`src/rtl/mrv1_icache.sv`:
```
// mrv1_icache: direct-mapped, read-only instruction cache answering ifetch
// requests. Hits answer one cycle after accept; misses refill a whole line
// word by word from a backing memory, then answer from the captured word.
module mrv1_icache #(
  parameter int NUM_LINES_P  = 16,
  parameter int LINE_WORDS_P = 4
) (
  input  logic        clk_i,
  input  logic        rst_i,
  input  logic        imem_req_vld_i,
  output logic        imem_req_rdy_o,
  input  logic [31:0] imem_req_addr_i,
  output logic        imem_resp_vld_o,
  output logic [31:0] imem_resp_data_o,
  output logic        mem_req_vld_o,
  input  logic        mem_req_rdy_i,
  output logic [31:0] mem_req_addr_o,
  input  logic        mem_resp_vld_i,
  input  logic [31:0] mem_resp_data_i,
  input  logic        flush_i
);
  localparam int idx_width_lp = $clog2(NUM_LINES_P);
  localparam int off_width_lp = $clog2(LINE_WORDS_P);
  localparam int tag_width_lp = 30 - idx_width_lp - off_width_lp;
  localparam logic [off_width_lp:0] line_cnt_lp = (off_width_lp+1)'(LINE_WORDS_P);
  localparam logic [off_width_lp:0] last_cnt_lp = (off_width_lp+1)'(LINE_WORDS_P - 1);

  typedef enum logic [1:0] {IDLE, REFILL, RESP} state_e;
  state_e state, state_next;

  logic [NUM_LINES_P-1:0]  valid;
  logic [tag_width_lp-1:0] tags [NUM_LINES_P];
  logic [31:0]             data_ram [NUM_LINES_P*LINE_WORDS_P];

  logic [31:2]             req_q;
  logic [off_width_lp:0]   req_cnt;
  logic [off_width_lp:0]   resp_cnt;
  logic                    flush_seen;
  logic [31:0]             cap_word;
  logic                    hit_vld_p1;
  logic [31:0]             ram_q_p1;

  logic [off_width_lp-1:0] in_off, q_off;
  logic [idx_width_lp-1:0] in_idx, q_idx;
  logic [tag_width_lp-1:0] in_tag, q_tag;
  logic                    accept, hit, mem_fire, fill, last_fill, capture;
  logic                    unused_addr_bits;

  assign in_off = imem_req_addr_i[2 +: off_width_lp];
  assign in_idx = imem_req_addr_i[2+off_width_lp +: idx_width_lp];
  assign in_tag = imem_req_addr_i[31 -: tag_width_lp];
  assign q_off  = req_q[2 +: off_width_lp];
  assign q_idx  = req_q[2+off_width_lp +: idx_width_lp];
  assign q_tag  = req_q[31 -: tag_width_lp];
  assign unused_addr_bits = ^imem_req_addr_i[1:0];

  assign hit       = valid[in_idx] && (tags[in_idx] == in_tag);
  assign accept    = imem_req_vld_i && imem_req_rdy_o;
  assign mem_fire  = mem_req_vld_o && mem_req_rdy_i;
  assign fill      = (state == REFILL) && mem_resp_vld_i;
  assign last_fill = fill && (resp_cnt == last_cnt_lp);
  assign capture   = fill && (resp_cnt[off_width_lp-1:0] == q_off);

  // State register
  always_ff @(posedge clk_i or posedge rst_i) begin
    if (rst_i) state <= IDLE;
    else       state <= state_next;
  end

  // Next-state: a miss starts a refill, the last refill word leads to the answer
  always_comb begin
    state_next = state;
    case (state)
      IDLE:    if (accept && !hit) state_next = REFILL;
      REFILL:  if (last_fill) state_next = RESP;
      RESP:    state_next = IDLE;
      default: state_next = IDLE;
    endcase
  end

  // Outputs: handshake, refill address stream and response mux
  always_comb begin
    imem_req_rdy_o   = 1'b0;
    mem_req_vld_o    = 1'b0;
    mem_req_addr_o   = 32'd0;
    imem_resp_vld_o  = hit_vld_p1;
    imem_resp_data_o = hit_vld_p1 ? ram_q_p1 : 32'd0;
    case (state)
      IDLE: imem_req_rdy_o = !flush_i && !rst_i;
      REFILL: begin
        if (req_cnt != line_cnt_lp) begin
          mem_req_vld_o  = 1'b1;
          mem_req_addr_o = {req_q[31:2+off_width_lp], req_cnt[off_width_lp-1:0], 2'b00};
        end
      end
      RESP: begin
        imem_resp_vld_o  = 1'b1;
        imem_resp_data_o = cap_word;
      end
      default: ;
    endcase
  end

  // Miss bookkeeping: latched request, issue/return counters, flush tracking
  always_ff @(posedge clk_i or posedge rst_i) begin
    if (rst_i) begin
      req_q      <= '0;
      req_cnt    <= '0;
      resp_cnt   <= '0;
      flush_seen <= 1'b0;
      hit_vld_p1 <= 1'b0;
    end else begin
      hit_vld_p1 <= accept && hit;
      if (accept && !hit) begin
        req_q      <= imem_req_addr_i[31:2];
        req_cnt    <= '0;
        resp_cnt   <= '0;
        flush_seen <= 1'b0;
      end else if (state == REFILL) begin
        if (mem_fire) req_cnt <= req_cnt + 1'b1;
        if (fill)     resp_cnt <= resp_cnt + 1'b1;
        if (flush_i)  flush_seen <= 1'b1;
      end
    end
  end

  // Valid bits: flush wins over a completing fill
  always_ff @(posedge clk_i or posedge rst_i) begin
    if (rst_i)                           valid <= '0;
    else if (flush_i)                    valid <= '0;
    else if (last_fill && !flush_seen)   valid[q_idx] <= 1'b1;
  end

  // Tag write on refill completion and capture of the requested word
  always_ff @(posedge clk_i) begin
    if (last_fill) tags[q_idx] <= q_tag;
    if (capture)   cap_word <= mem_resp_data_i;
  end

  // p0 -> p1: synchronous-read data array, written by refill words
  always_ff @(posedge clk_i) begin
    if (fill) data_ram[{q_idx, resp_cnt[off_width_lp-1:0]}] <= mem_resp_data_i;
    ram_q_p1 <= data_ram[{in_idx, in_off}];
  end
endmodule

```
`config.mk`:
```
export PLATFORM = sky130hd
export DESIGN_NAME = mrv1_icache
export DESIGN_NICKNAME = d
export VERILOG_FILES = /design/src/rtl/mrv1_icache.sv
export SDC_FILE = /design/constraint.sdc
export NUM_CORES = 2
export LEC_CHECK = 0
export ABC_AREA = 1
export BUFFER_PORTS_ARGS = -buffer_cell sky130_fd_sc_hd__buf_4
export CORE_ASPECT_RATIO = 0.8
export CORE_MARGIN = 3
export CORE_UTILIZATION = 55
export DETAILED_ROUTE_END_ITERATION = 12
export PLACE_DENSITY_LB_ADDON = 0.2
export SLEW_MARGIN = 10
export SYNTH_ARGS = -nofsm -noshare
export SYNTH_HDL_FRONTEND = slang
export SYNTH_SLANG_ARGS = --single-unit
```
`constraint.sdc`:
```
create_clock -name clk_i -period 5.27 [get_ports clk_i]
set_input_delay 1.054 -clock clk_i [delete_from_list [all_inputs] [get_ports clk_i]]
set_output_delay 1.054 -clock clk_i [all_outputs]
set_load 0.03 [all_outputs]
```
==> results.py <==
metrics = {
    "status": {
        "outcome": "completed",
    },
    "worst_setup_path": {
        "crit_slowest_cell": "nand2_1",
        "critPathLaunch": "req_cnt[0]$_DFFE_PP0P_",
        "timing.critical_path.slowest_cell_delay_ns": 0.82,
        "crit_arrival_ns": 3.17,
        "cp-start-kind": "register",
        "r2r_cells": 6,
        "r2r_start": "state[1]$_DFFE_PP0P_",
        "path_cells": "inv_1 -> ha_1 -> nand2_1 -> nand2_1 -> nor2_1 -> buf_4",
        "end_kind": "output pin",
        "crit_fanout": 22,
        "r2r_setup_slack_ns": 1.71,
        "crit_type": "register to output pin",
        "crit_top_cell": "nand2_1",
        "critPathRequiredTime_ns": 4.22,
    },
    "floorplanning": {
        "die_w_um": 485,
        "fp.dieH_um": 389,
        "core_area_mm2": 0.181,
        "die_area_mm2": 0.188,
        "io_pins": 137,
        "row_count": 139,
        "initial_core_util": 0.558,
    },
    "pwr": {
        "leakage_uw": 0.0372,
        "p_per_area_mw_per_mm2": 395,
        "ir_drop_uv": 368,
        "pwr-share-seq": 0.538,
        "combPwrFrac": 0.092,
        "switching_share": 0.248,
        "power.net_switching_uw": 11000,
        "clkPwrFrac": 0.370,
        "internal_power_uw": 33400,
    },
    "clock_tree": {
        "cts_max_path_buffers": 3,
        "post_cts_buffers": 0,
        "cts_root_buffer": "clkbuf_16",
        "clock_latency_ns": 0.87,
        "cts_tree": "built",
        "h-tree-depth": 4,
        "cts_inserted_buffers": 232,
        "cts_hold_buf": 0,
        "cts_resized": 0,
        "clkTransAtPathRegs_ns": 0.07,
        "cts.sinks": 2552,
    },
    "logic_synthesis": {
        "synth_cells": 7964,
        "muxShareOfSynthArea": 0,
        "synth_flop_cell": "edfxtp_1",
        "ys_ff_latch": 2552,
        "synth-edff-count": 2464,
        "synth_top_family_by_area": "compound AO/OA/AOI/OAI gates",
        "yosys.area_share.adder": 0.000497,
        "synth.cell_area_mm2": 0.101,
        "ys_warn_count": 0,
        "synth-simple-area-share": 0.0980,
        "synth_xor_area_frac": 0.000435,
        "avgSynthCellArea_um2": 12.7,
        "synth_compound_area_frac": 0.117,
        "async_flop_share": 0.0219,
        "yosysSeqAreaShare": 0.755,
        "synth.distinct_cells": 37,
        "synth_top_area_share": 0.734,
        "yosysTopAreaCell": "edfxtp_1",
        "ys_top_cells_by_area": "edfxtp_1 73%, o21ai_0 6.7%, nor2_1 6.0%",
    },
    "sta": {
        "rsz0062_at_grt": "no",
        "max_slew_margin": 0.124,
        "tightest_slew_ns": 1.30,
        "setup_tns_ns": 0,
        "drv_slew": 0,
        "fin_crit_ns": 4.22,
        "setup_viol": 0,
        "finalCritPeriodShare": 0.801,
        "finalHoldViolCount": 0,
        "worst_clock_skew_ns": 0.0422,
        "max_freq_mhz": 237,
    },
    "placement": {
        "io_buffers": 132,
        "gp_congestion": 0.835,
        "detailed_place_hpwl_mm": 146,
        "dpl_cell_area_mm2": 0.105,
    },
    "drt": {
        "wire_per_inst_um": 27.1,
        "wl_mm": 286,
        "drc_errors": 0,
        "via_per_inst": 6.34,
        "antenna_left": 0,
        "vias": 67000,
        "dr.pass1.iters": 10,
        "drt_iter0_markers": 9846,
    },
    "cells_and_area": {
        "fin_area_mm2": 0.112,
        "layout-area-overhead-vs-synth_pct": 11.5,
        "drive_gt1_frac": 0.0951,
        "nets": 8052,
        "fillers": 13400,
    },
    "min_path": {
        "hold_class": "input port to async pin",
    },
    "global_route": {
        "track_usage": 0.298,
        "grt_max_degree": 169,
        "grt_pass1_vias": 62400,
        "overflow": 0,
        "antenna_found_initial": 14,
        "grt_pass1_wl_mm": 416,
    },
    "flow_run": {
        "cap_violations": 0,
    },
}
[layer usage]
metal,vias up,part of all wire,GRT usage
li1,29200,-,-
met1,33500,0.41,0.441
met2,3877,0.45,0.450
met3,526,0.11,0.0583
met4,2,0.031,0.0949
met5,-,0.00029,0
[power by group through the flow]
stage	Sequential (uW)	Combinational [uW]	Clock (uW)
2_1_floorplan	24000	2200	0
3_3_place_gp	24200	3960	0
3_5_place_dp	24300	4030	0
4_1_cts	23800	4050	16500
5_1_grt	23900	4380	17400
6_report	23900	4100	16400
[cell usage after synthesis (32+ instances only)]
| cell | n |
|---|---|
| a21oi_1 | 68 |
| buf_2 | 112 |
| clkbuf_1 | 402 |
| dfrtp_1 | 56 |
| dfxtp_1 | 32 |
| edfxtp_1 | 2464 |
| inv_1 | 154 |
| nand2_1 | 630 |
| nand3_1 | 245 |
| nor2_1 | 1604 |
| o211ai_1 | 35 |
| o21ai_0 | 1347 |
| o22ai_1 | 626 |
[worst max-delay path, delay by kind of cell (launching register included)]
kind          cells  cell delay, ns
flops             1            0.39
fa+ha+maj         1            0.20
buf+inv           2            0.27
simple gates      3            1.42
[stage by stage]
| step | utilization | hold WS, ns | worst slack [ns] | power, uW | cells |
|---|---|---|---|---|---|
| finish | 0.622 | 0.296 | 1.05 | 44400 | 10600 |
| global route | 0.622 | 0.301 | 0.901 | 45700 | 10600 |
| CTS | 0.622 | 0.274 | 1.02 | 44400 | 10600 |
| detailed placement | 0.581 | 0.483 | 0.819 | 28300 | 10100 |
| global placement | 0.581 | 0.471 | 0.791 | 28200 | 10100 |
| floorplan | - | 0.457 | 1.36 | 26200 | 7965 |
[logic make-up (layout without fill, tap and decap cells)]
logic type                 after synthesis  in the layout
DFF                                   2552           2552
AOI/OAI and AO/OA                     2146           2146
other                                    1              7
xor gates and xnor gates                 5              5
buffers and inverters                  733            941
and+or+nand+nor                       2523           2523
adders and majority gates                4              4
[sequential cells by signal, indices dropped and copies added, names as in the netlist]
| register | count |
|---|---|
| data_ram | 2048 |
| tags | 384 |
| cap_word | 32 |
| ram_q_p1 | 32 |
| req_q | 30 |
| valid | 16 |
| req_cnt | 3 |
| resp_cnt | 3 |
| state | 2 |
| flush_seen | 1 |
| hit_vld_p1 | 1 |
[final timing paths]
kind,end
worst max register to register,data_ram[33][20]$_DFFE_PP_
max in group asynchronous,valid[13]$_DFFE_PP0P_
worst max-delay path,mem_req_addr_o[6]
worst min-delay path,req_q[21]$_DFFE_PP0N_
min in group clk_i,req_q[9]$_DFFE_PP0N_
worst min register to register,valid[14]$_DFFE_PP0P_
[layout by cell type (no fill, tap or decap), types with 24 or more instances in the layout]
cell type	instances
a21oi_1	68
buf_12	31
buf_4	310
clkbuf_1	57
clkbuf_16	237
clkinv_1	50
clkinv_2	51
dfrtp_1	55
dfxtp_1	32
edfxtp_1	2464
inv_1	150
nand2_1	629
nand3_1	245
nor2_1	1540
nor2_4	64
o211ai_1	35
o21ai_0	1347
o21ai_1	25
o22ai_1	626
o32ai_1	24
[area by class of cell]
class | instances | area [um2] | area share
timing repair buffer | 345 | 3010 | 0.0268
multi-input combinational | 4680 | 22300 | 0.198
tap | 2397 | 3000 | 0.0267
antenna | 5 | 12.5 | 0.000111
clock buffer | 308 | 6340 | 0.0564
clock inverter | 121 | 1000 | 0.00890
inverter | 167 | 662 | 0.00589
sequential | 2552 | 76000 | 0.677
Power figures use the tool's default switching activity.
